===== src/rtl/mesi_isc_broad_snoop_pkg.sv =====
// Shared encodings for the broadcast snoop controller: coherence-bus commands,
// broadcast request types and controller FSM states.
package mesi_isc_broad_snoop_pkg;

    localparam int CBUS_CMD_NOP      = 0;
    localparam int CBUS_CMD_WR_SNOOP = 1;
    localparam int CBUS_CMD_RD_SNOOP = 2;
    localparam int CBUS_CMD_EN_WR    = 3;
    localparam int CBUS_CMD_EN_RD    = 4;

    localparam int BROAD_TYPE_NOP = 0;
    localparam int BROAD_TYPE_WR  = 1;
    localparam int BROAD_TYPE_RD  = 2;

    localparam int NUM_CPUS = 4;

    typedef enum logic [1:0] {
        ST_IDLE   = 2'd0,
        ST_SNOOP  = 2'd1,
        ST_ENABLE = 2'd2,
        ST_POP    = 2'd3
    } broad_state_e;

endpackage


===== src/rtl/mesi_isc_basic_fifo.sv =====
// Small synchronous FIFO with registered occupancy; head entry is read
// combinationally and a write while full is dropped.
module mesi_isc_basic_fifo #(
    parameter int DATA_WIDTH     = 43,
    parameter int FIFO_SIZE      = 4,
    parameter int FIFO_SIZE_LOG2 = 2
) (
    input  logic                  clk,
    input  logic                  rst,
    input  logic                  wr_i,
    input  logic                  rd_i,
    input  logic [DATA_WIDTH-1:0] data_i,
    output logic [DATA_WIDTH-1:0] data_o,
    output logic                  status_empty_o,
    output logic                  status_full_o
);

    logic [DATA_WIDTH-1:0]     mem_q [FIFO_SIZE];
    logic [FIFO_SIZE_LOG2-1:0] wr_ptr_q, wr_ptr_d;
    logic [FIFO_SIZE_LOG2-1:0] rd_ptr_q, rd_ptr_d;
    logic [FIFO_SIZE_LOG2:0]   count_q, count_d;
    logic                      push, pop;

    function automatic logic [FIFO_SIZE_LOG2-1:0] ptr_inc(input logic [FIFO_SIZE_LOG2-1:0] p);
        return (p == FIFO_SIZE_LOG2'(FIFO_SIZE - 1)) ? '0 : p + FIFO_SIZE_LOG2'(1);
    endfunction

    assign status_full_o  = (count_q == (FIFO_SIZE_LOG2 + 1)'(FIFO_SIZE));
    assign status_empty_o = (count_q == '0);
    assign push           = wr_i && !status_full_o;
    assign pop            = rd_i && !status_empty_o;
    assign data_o         = mem_q[rd_ptr_q];

    always_comb begin
        wr_ptr_d = push ? ptr_inc(wr_ptr_q) : wr_ptr_q;
        rd_ptr_d = pop  ? ptr_inc(rd_ptr_q) : rd_ptr_q;
        count_d  = count_q;
        if (push && !pop) begin
            count_d = count_q + (FIFO_SIZE_LOG2 + 1)'(1);
        end else if (pop && !push) begin
            count_d = count_q - (FIFO_SIZE_LOG2 + 1)'(1);
        end
    end

    always_ff @(posedge clk or negedge rst) begin
        if (!rst) begin
            wr_ptr_q <= '0;
            rd_ptr_q <= '0;
            count_q  <= '0;
        end else begin
            wr_ptr_q <= wr_ptr_d;
            rd_ptr_q <= rd_ptr_d;
            count_q  <= count_d;
        end
    end

    // Storage carries no reset; occupancy alone decides what is valid.
    always_ff @(posedge clk) begin
        if (push) begin
            mem_q[wr_ptr_q] <= data_i;
        end
    end

endmodule


===== src/rtl/mesi_isc_broad_snoop.sv =====
// Broadcast snoop controller: queues broadcast requests, snoops every
// non-initiator CPU, then enables the initiator before retiring the entry.
module mesi_isc_broad_snoop
    import mesi_isc_broad_snoop_pkg::*;
#(
    parameter int CBUS_CMD_WIDTH       = 3,
    parameter int ADDR_WIDTH           = 32,
    parameter int BROAD_TYPE_WIDTH     = 2,
    parameter int BROAD_ID_WIDTH       = 7,
    parameter int BROAD_FIFO_SIZE      = 4,
    parameter int BROAD_FIFO_SIZE_LOG2 = 2
) (
    input  logic                          clk,
    input  logic                          rst,
    input  logic                          broad_fifo_wr_i,
    input  logic [ADDR_WIDTH-1:0]         broad_addr_i,
    input  logic [BROAD_TYPE_WIDTH-1:0]   broad_type_i,
    input  logic [1:0]                    broad_cpu_id_i,
    input  logic [BROAD_ID_WIDTH-1:0]     broad_id_i,
    output logic                          broad_fifo_status_full_o,
    input  logic [3:0]                    cbus_ack_array_i,
    output logic [4*CBUS_CMD_WIDTH-1:0]   cbus_cmd_array_o,
    output logic [ADDR_WIDTH-1:0]         cbus_addr_o,
    output logic [BROAD_ID_WIDTH-1:0]     active_id_o,
    output logic                          busy_o
);

    localparam int ENTRY_W = ADDR_WIDTH + BROAD_TYPE_WIDTH + 2 + BROAD_ID_WIDTH;

    localparam logic [CBUS_CMD_WIDTH-1:0] CMD_NOP      = CBUS_CMD_WIDTH'(CBUS_CMD_NOP);
    localparam logic [CBUS_CMD_WIDTH-1:0] CMD_WR_SNOOP = CBUS_CMD_WIDTH'(CBUS_CMD_WR_SNOOP);
    localparam logic [CBUS_CMD_WIDTH-1:0] CMD_RD_SNOOP = CBUS_CMD_WIDTH'(CBUS_CMD_RD_SNOOP);
    localparam logic [CBUS_CMD_WIDTH-1:0] CMD_EN_WR    = CBUS_CMD_WIDTH'(CBUS_CMD_EN_WR);
    localparam logic [CBUS_CMD_WIDTH-1:0] CMD_EN_RD    = CBUS_CMD_WIDTH'(CBUS_CMD_EN_RD);

    localparam logic [BROAD_TYPE_WIDTH-1:0] TYPE_NOP = BROAD_TYPE_WIDTH'(BROAD_TYPE_NOP);
    localparam logic [BROAD_TYPE_WIDTH-1:0] TYPE_WR  = BROAD_TYPE_WIDTH'(BROAD_TYPE_WR);

    logic [ENTRY_W-1:0]          fifo_wdata, fifo_rdata;
    logic                        fifo_rd, fifo_empty, fifo_full;

    logic [ADDR_WIDTH-1:0]       head_addr;
    logic [BROAD_TYPE_WIDTH-1:0] head_type;
    logic [1:0]                  head_cpu;
    logic [BROAD_ID_WIDTH-1:0]   head_id;

    broad_state_e                state_q, state_d;
    logic [ADDR_WIDTH-1:0]       addr_q, addr_d;
    logic [BROAD_TYPE_WIDTH-1:0] type_q, type_d;
    logic [1:0]                  cpu_q, cpu_d;
    logic [BROAD_ID_WIDTH-1:0]   id_q, id_d;
    logic [3:0]                  done_q, done_d;
    logic [3:0][CBUS_CMD_WIDTH-1:0] cmd_q, cmd_d;
    logic [3:0]                  init_mask;
    logic                        in_request;

    function automatic logic [CBUS_CMD_WIDTH-1:0] snoop_cmd(input logic [BROAD_TYPE_WIDTH-1:0] t);
        return (t == TYPE_WR) ? CMD_WR_SNOOP : CMD_RD_SNOOP;
    endfunction

    function automatic logic [CBUS_CMD_WIDTH-1:0] enable_cmd(input logic [BROAD_TYPE_WIDTH-1:0] t);
        return (t == TYPE_WR) ? CMD_EN_WR : CMD_EN_RD;
    endfunction

    assign fifo_wdata = {broad_addr_i, broad_type_i, broad_cpu_id_i, broad_id_i};
    assign {head_addr, head_type, head_cpu, head_id} = fifo_rdata;

    mesi_isc_basic_fifo #(
        .DATA_WIDTH     (ENTRY_W),
        .FIFO_SIZE      (BROAD_FIFO_SIZE),
        .FIFO_SIZE_LOG2 (BROAD_FIFO_SIZE_LOG2)
    ) u_broad_fifo (
        .clk            (clk),
        .rst            (rst),
        .wr_i           (broad_fifo_wr_i),
        .rd_i           (fifo_rd),
        .data_i         (fifo_wdata),
        .data_o         (fifo_rdata),
        .status_empty_o (fifo_empty),
        .status_full_o  (fifo_full)
    );

    assign init_mask  = 4'b0001 << cpu_q;
    assign in_request = (state_q == ST_SNOOP) || (state_q == ST_ENABLE);

    assign broad_fifo_status_full_o = fifo_full;
    assign cbus_cmd_array_o         = cmd_q;
    assign cbus_addr_o              = in_request ? addr_q : '0;
    assign active_id_o              = in_request ? id_q : '0;
    assign busy_o                   = (state_q != ST_IDLE);

    // Command registers are computed from the post-ack done bits so an acked
    // lane falls back to NOP on the very next cycle.
    always_comb begin
        state_d = state_q;
        addr_d  = addr_q;
        type_d  = type_q;
        cpu_d   = cpu_q;
        id_d    = id_q;
        done_d  = done_q;
        cmd_d   = '0;
        fifo_rd = 1'b0;
        unique case (state_q)
            ST_IDLE: begin
                if (!fifo_empty) begin
                    addr_d  = head_addr;
                    type_d  = head_type;
                    cpu_d   = head_cpu;
                    id_d    = head_id;
                    state_d = (head_type == TYPE_NOP) ? ST_POP : ST_SNOOP;
                end
            end
            ST_SNOOP: begin
                // Only a lane currently showing a command can be acknowledged.
                for (int i = 0; i < NUM_CPUS; i++) begin
                    if (cbus_ack_array_i[i] && (cmd_q[i] != CMD_NOP)) begin
                        done_d[i] = 1'b1;
                    end
                end
                if ((done_d | init_mask) == 4'hF) begin
                    state_d      = ST_ENABLE;
                    cmd_d[cpu_q] = enable_cmd(type_q);
                end else begin
                    for (int i = 0; i < NUM_CPUS; i++) begin
                        if (!done_d[i] && !init_mask[i]) begin
                            cmd_d[i] = snoop_cmd(type_q);
                        end
                    end
                end
            end
            ST_ENABLE: begin
                if (cbus_ack_array_i[cpu_q]) begin
                    state_d = ST_POP;
                end else begin
                    cmd_d[cpu_q] = enable_cmd(type_q);
                end
            end
            ST_POP: begin
                fifo_rd = 1'b1;
                done_d  = '0;
                state_d = ST_IDLE;
            end
            default: begin
                state_d = ST_IDLE;
            end
        endcase
    end

    always_ff @(posedge clk or negedge rst) begin
        if (!rst) begin
            state_q <= ST_IDLE;
            addr_q  <= '0;
            type_q  <= '0;
            cpu_q   <= '0;
            id_q    <= '0;
            done_q  <= '0;
            cmd_q   <= '0;
        end else begin
            state_q <= state_d;
            addr_q  <= addr_d;
            type_q  <= type_d;
            cpu_q   <= cpu_d;
            id_q    <= id_d;
            done_q  <= done_d;
            cmd_q   <= cmd_d;
        end
    end

endmodule


===== config.mk =====
export PLATFORM = sky130hd
export DESIGN_NAME = mesi_isc_broad_snoop
export DESIGN_NICKNAME = d
export VERILOG_FILES = /design/src/rtl/mesi_isc_broad_snoop_pkg.sv /design/src/rtl/mesi_isc_basic_fifo.sv /design/src/rtl/mesi_isc_broad_snoop.sv
export SDC_FILE = /design/constraint.sdc
export NUM_CORES = 1
export LEC_CHECK = 0
export ABC_AREA = 1
export BUFFER_PORTS_ARGS = -buffer_cell sky130_fd_sc_hd__buf_4
export CAP_MARGIN = 20
export CORE_MARGIN = 1.5
export CORE_UTILIZATION = 37
export DETAILED_ROUTE_END_ITERATION = 8
export GPL_TIMING_DRIVEN = 0
export SLEW_MARGIN = 15
export SYNTH_ARGS = -nofsm -noshare
export SYNTH_HDL_FRONTEND = slang
export SYNTH_SLANG_ARGS = --single-unit
export TNS_END_PERCENT = 5

===== constraint.sdc =====
create_clock -name clk -period 3.55 [get_ports clk]
set_input_delay 0.71 -clock clk [delete_from_list [all_inputs] [get_ports clk]]
set_output_delay 0.71 -clock clk [all_outputs]
set_load 0.01 [all_outputs]

======== Word-level counts from Yosys, hierarchy flattened ========
Memory sizes are Yosys's and may differ from the RTL's.
Index checks and enable logic that the tools add are counted.
storage, ports and cells
  bits in registers ....................... 68
  word-level logic and storage cells ...... 109
  memories kept ........................... 1
  memory bits (writable) .................. 172
memory list
  memory              depth  width  read ports  clocked after Yosys merged registers in  wr ports  line                       text
  u_broad_fifo.mem_q  4      43     1           0                                        1         mesi_isc_basic_fifo.sv:18  logic [DATA_WIDTH-1:0] mem_q [FIFO_SIZE];
cells by class
  equal/unequal tests ..................... 11
  $add $sub $neg .......................... 4
  multiplexer cells ....................... 36
  bitwise operators ....................... 3
  magnitude comparators ................... 2
  reductions and logical operators ........ 38
  shifts and indexed selects .............. 1
operators by type and width
  cell                                                                   number
  32-bit 2-to-1 mux                                                      1
  12-bit 2-to-1 mux                                                      2
  12-bit one-hot mux with 2 select lines                                 1
  2-bit 2-to-1 mux                                                       11
  1-bit logical AND                                                      13
  12-bit bitwise AND                                                     1
  1-bit zero test                                                        12
  1-bit 2-to-1 mux                                                       12
  3-bit 2-to-1 mux                                                       4
  3-bit nonzero test                                                     4
  2-bit equality test, second input constant                             4
  2-bit one-hot mux with 4 select lines                                  1
  4-bit one-hot mux with 2 select lines                                  1
  7-bit 2-to-1 mux                                                       1
  3-bit demux with 2-bit select                                          1
  2-bit nonzero test                                                     3
  2-bit by 1-bit adder with 2-bit output, second input constant          2
  2-bit by 1-bit equality test with 1-bit output, second input constant  2
  4-bit equality test, second input constant                             1
  2-bit zero test                                                        2
  2-bit by 1-bit != test with 1-bit output, second input constant        2
  4-bit OR                                                               1
  1-bit by 2-bit << shifter with 4-bit output, first input constant      1
  3-bit by 1-bit adder with 3-bit output, second input constant          1
  other kinds (11)                                                       11

======== Longest topological paths before layout ========
  depth in word-level cells ............... 9
  depth in mapped cells ................... 11

======== By module ========
Synthesis repeated with hierarchy kept, for this count alone.
second synthesis, totals
  cells, all modules ...................... 900
  area total of the unflattened synthesis .. 10256.1 um^2
by module, submodules not included
  module                cells each  area each (um^2)  sequential area each (um^2)  times used
  mesi_isc_basic_fifo   562         7225.7            5340.1                       1
  mesi_isc_broad_snoop  338         3030.4            1526.5                       1

======== Worst setup path before layout ========
No wires, ideal clock.
  kind .................................... input port to flip-flop
  start point ............................. in broad_fifo_wr_i
  end point ............................... mem u_broad_fifo.mem_q[0][0] (enable)
  path slack .............................. 0.204 ns
  path buffers ............................ 0
  setup time .............................. 0.443 ns
  data arrival time ....................... 2.902 ns
  cell stages on the path ................. 4
  cells stage by stage .................... inv_1 > nor2_1 > inv_1 > nor2_1
between the ends
  word-level cells in the longest chain between the ends .. 3
ends and longest elaborated chain
  what                                    line                        text
  from (decl)                             mesi_isc_broad_snoop.sv:15  input logic broad_fifo_wr_i,
  1-bit logical AND                       mesi_isc_basic_fifo.sv:30   assign push = wr_i && !status_full_o;
  net u_broad_fifo.push                   mesi_isc_basic_fifo.sv:22   logic push, pop;
  1-bit 2-to-1 mux                        mesi_isc_basic_fifo.sv:59   if (push) begin
  1-bit 2-to-1 mux (not written as such)  mesi_isc_basic_fifo.sv:60   mem_q[wr_ptr_q] <= data_i;
  to (decl)                               mesi_isc_basic_fifo.sv:18
The timed path passes the listed nets, and every way through them passes these cells.

======== Final worst setup path ========
  start point ............................. reg state_q[0]
  end point ............................... out active_id_o[6]
between the ends
  word-level cells in the longest chain between the ends .. 3
  elaborated cells between the ends (all ways) .. 4
  classes of those cells .................. eq/ne: 2; mux: 1; reduce/logical: 1
ends and longest elaborated chain
  what                                                                                   line                         text
  from (decl)                                                                            mesi_isc_broad_snoop.sv:47   broad_state_e state_q, state_d;
  from (signal assigned)                                                                 mesi_isc_broad_snoop.sv:159  state_q <= state_d;
  2-bit by 1-bit equality test with 1-bit output or 2-bit equality test (tied branches)  mesi_isc_broad_snoop.sv:84   assign in_request = (state_q == ST_SNOOP) || (state_q == ST_ENABLE);
  1-bit logical OR *                                                                     mesi_isc_broad_snoop.sv:84
  7-bit 2-to-1 mux *                                                                     mesi_isc_broad_snoop.sv:89   assign active_id_o = in_request ? id_q : '0;
  to (decl)                                                                              mesi_isc_broad_snoop.sv:24   output logic [BROAD_ID_WIDTH-1:0] active_id_o,
Mark *: on every way between the ends. The rest lies on a longest branch, timed or not.

==> results.ini <==
[run_status]
status=finished clean

[global_routing]
antenna_found_initial=1
grt_pass1_vias=6615
gr-usage-all-layers_pct=16.76
grt_max_degree=69
overflow=0
grt_first_pass_wirelength_um=36200

[setup_path]
path_cells=inv_1 -> ha_1 -> clkbuf_1 -> clkbuf_1 -> nand2_1 -> inv_1 -> buf_4
crit_path_end_kind=output pin
cp.arrival_ns=2.69
worstPathRequired_ns=2.84
cpPeakStageDelay_ns=0.64
path_class=flop to output pin
slowest_stage=clkbuf_1
crit_buf_inv=5
cp_max_fo=10
startpoint_type=flop
critPathTopFamily=buffers and inverters

[logic_synthesis]
yosys.area.top_type=edfxtp_1
yosysSeqAreaShare_pct=69.83
synth.avg_cell_area_um2=11.10
synth_top_cell_area_share_pct=52.53
yosys.cell_types.count=31
synthTopCellsByArea=edfxtp_1 53%, dfrtp_1 17%, nor2_1 8.4%, o21ai_0 3.7%, nand2_1 3.3%
synth_nets=948
synth_warnings=0
synth_area_mm2=0.009833
ys_seq_elements=240
postSynthCellCount=886

[min_path]
hold_class=input port to async pin

[place]
dp_worst_setup_slack_ns=0.6730
placed_area_mm2=0.01115
io_buffers=102
gp_congestion=0.7842
dp_hpwl_um=14790
dpl.cell_count=1328

[cts]
root_buffer=clkbuf_16
clk_path_buf_depth=3
worstSkewPairLatency_ns=0.54
cts_resized=0
clk_pin_slew_worst_paths_ns=0.06
cts_setup_buffers=0
numCtsBuffers=26
cts_tree=yes
cts-hold-fix-buffers=0
h-tree-depth=1
cts.sinks=240

[sta]
rsz0062_at_grt=no
setup_viol=0
fmax_ghz=0.2944
setup_ws_ns=0.1536
totalNegativeSetupSlack_ns=0
finClkSkew_ns=0.02309
tightest_slew_ns=0.9956
final-hold-violation-count=0
slew_violations=0
slew_headroom_pct=33.62
timing.hold.ws_ns=0.3549
post-route-period-util_pct=95.67
fin_crit_ns=3.396

[cells_and_area]
drive_gt1_share_pct=19.52
regArea_mm2=0.006867
multiInputGateArea_mm2=0.002484
antenna_cells=0
stdcell_count=1375
post-route-util_pct=46.00
final_area_mm2=0.01199
nets=1083
nFillCells=2398
syn_to_final_growth_pct=21.90

[power]
leakagePower_nw=4.910
vdd_drop_max_uv=509.5
power_mw=11.44
p_per_area_mw_per_mm2=954.0

[drt]
wire_per_inst_um=16.69
finalWirelength_um=22950
first_pass_iters=5
postRouteAntennaNets=0
drc_errors=0
drt-initial-drc-count=483
vias=6638
vias_per_cell=4.828

[die]
placementRows=59
io_pins=103
die_area_mm2=0.02756
die_w_um=166.0
core_mm2=0.02606
die_h_um=166.0
initial_core_util_pct=37.73

[flow_run]
cap_violations=0

## synth_stat cells (all sizes together)
cell type  instances
nand3             25
inv               80
xnor2              1
ha                11
clkinv             1
xor2               1
buf               26
mux2               1
a31oi             40
fa                 1
nand2             95
a21oi             16
edfxtp           172
nor3               7
o22ai              2
clkbuf            17
o21ai             92
dfrtp             68
nor2             230
## final timing paths
kind	start	endpoint	slack [ns]	depth (start not counted)
max	state_q[0]	active_id_o[6]	0.15	7
max reg2reg	state_q[0]	cbus_cmd_array_o[2]	1.18	6
min	rst	cbus_cmd_array_o[5]	0.35	1
max in group asynchronous	rst	id_q[1]	2.56	1
min reg2reg	type_q[0]	type_q[0]	0.49	2
min in group clk	broad_addr_i[28]	u_broad_fifo.mem_q[1][39]	0.37	1
## sequential cells by signal, indices dropped and copies added, names as in the netlist, 3 cells and up
signal / cells
addr_q: 32
cbus_cmd_array_o: 12
done_q: 4
id_q: 7
u_broad_fifo.count_q: 3
u_broad_fifo.mem_q: 172
## area by class of cell
cell class,instances,share of cell area [%]
sequential,240,57.29
inverter,81,2.537
buffer,43,1.743
tap,335,3.497
timing repair buffer,107,7.223
clock inverter,11,1.002
multi-input combinational,522,20.72
clock buffer,36,5.992
## cell families after synthesis
kind of cell	Yosys count	synth area share, %
compound gates	150	8.245
flops	240	69.83
xor+xnor	2	0.1782
simple gates	357	14.81
buf+inv	124	5.217
fa+ha+maj	12	1.603
mux	1	0.1145
## layer usage
layer  vias to the layer above  global-route usage [%]  share of wire [%]
met5                         -                       0              0.057
met4                         2                   4.779                2.5
met3                        42                   2.812                5.1
met2                       166                   28.33                 49
met1                      3185                   22.27                 44
li1                       3243                       -                  -
## cells in the final DEF, fill, tap and decap left out, drive strengths merged
master	n
dfrtp	68
edfxtp	172
fa	1
nor2	230
o22ai	2
mux2	1
bufinv	2
nor3	7
ha	11
inv	81
buf	133
xnor2	1
a21oi	16
o21ai	92
clkbuf	53
a31oi	40
clkinv	8
clkinvlp	1
nand3	25
xor2	1
nand2	95
## power breakdown
part           internal [mW]  leakage (nW)  switching (mW)  total, mW
registers               3.81          2.38           0.280       4.09
logic                   1.69          2.12            3.03       4.72
clock network           1.56         0.409            1.07       2.63
total                   7.06          4.91            4.38       11.4
(Power assumes the default switching activity.)
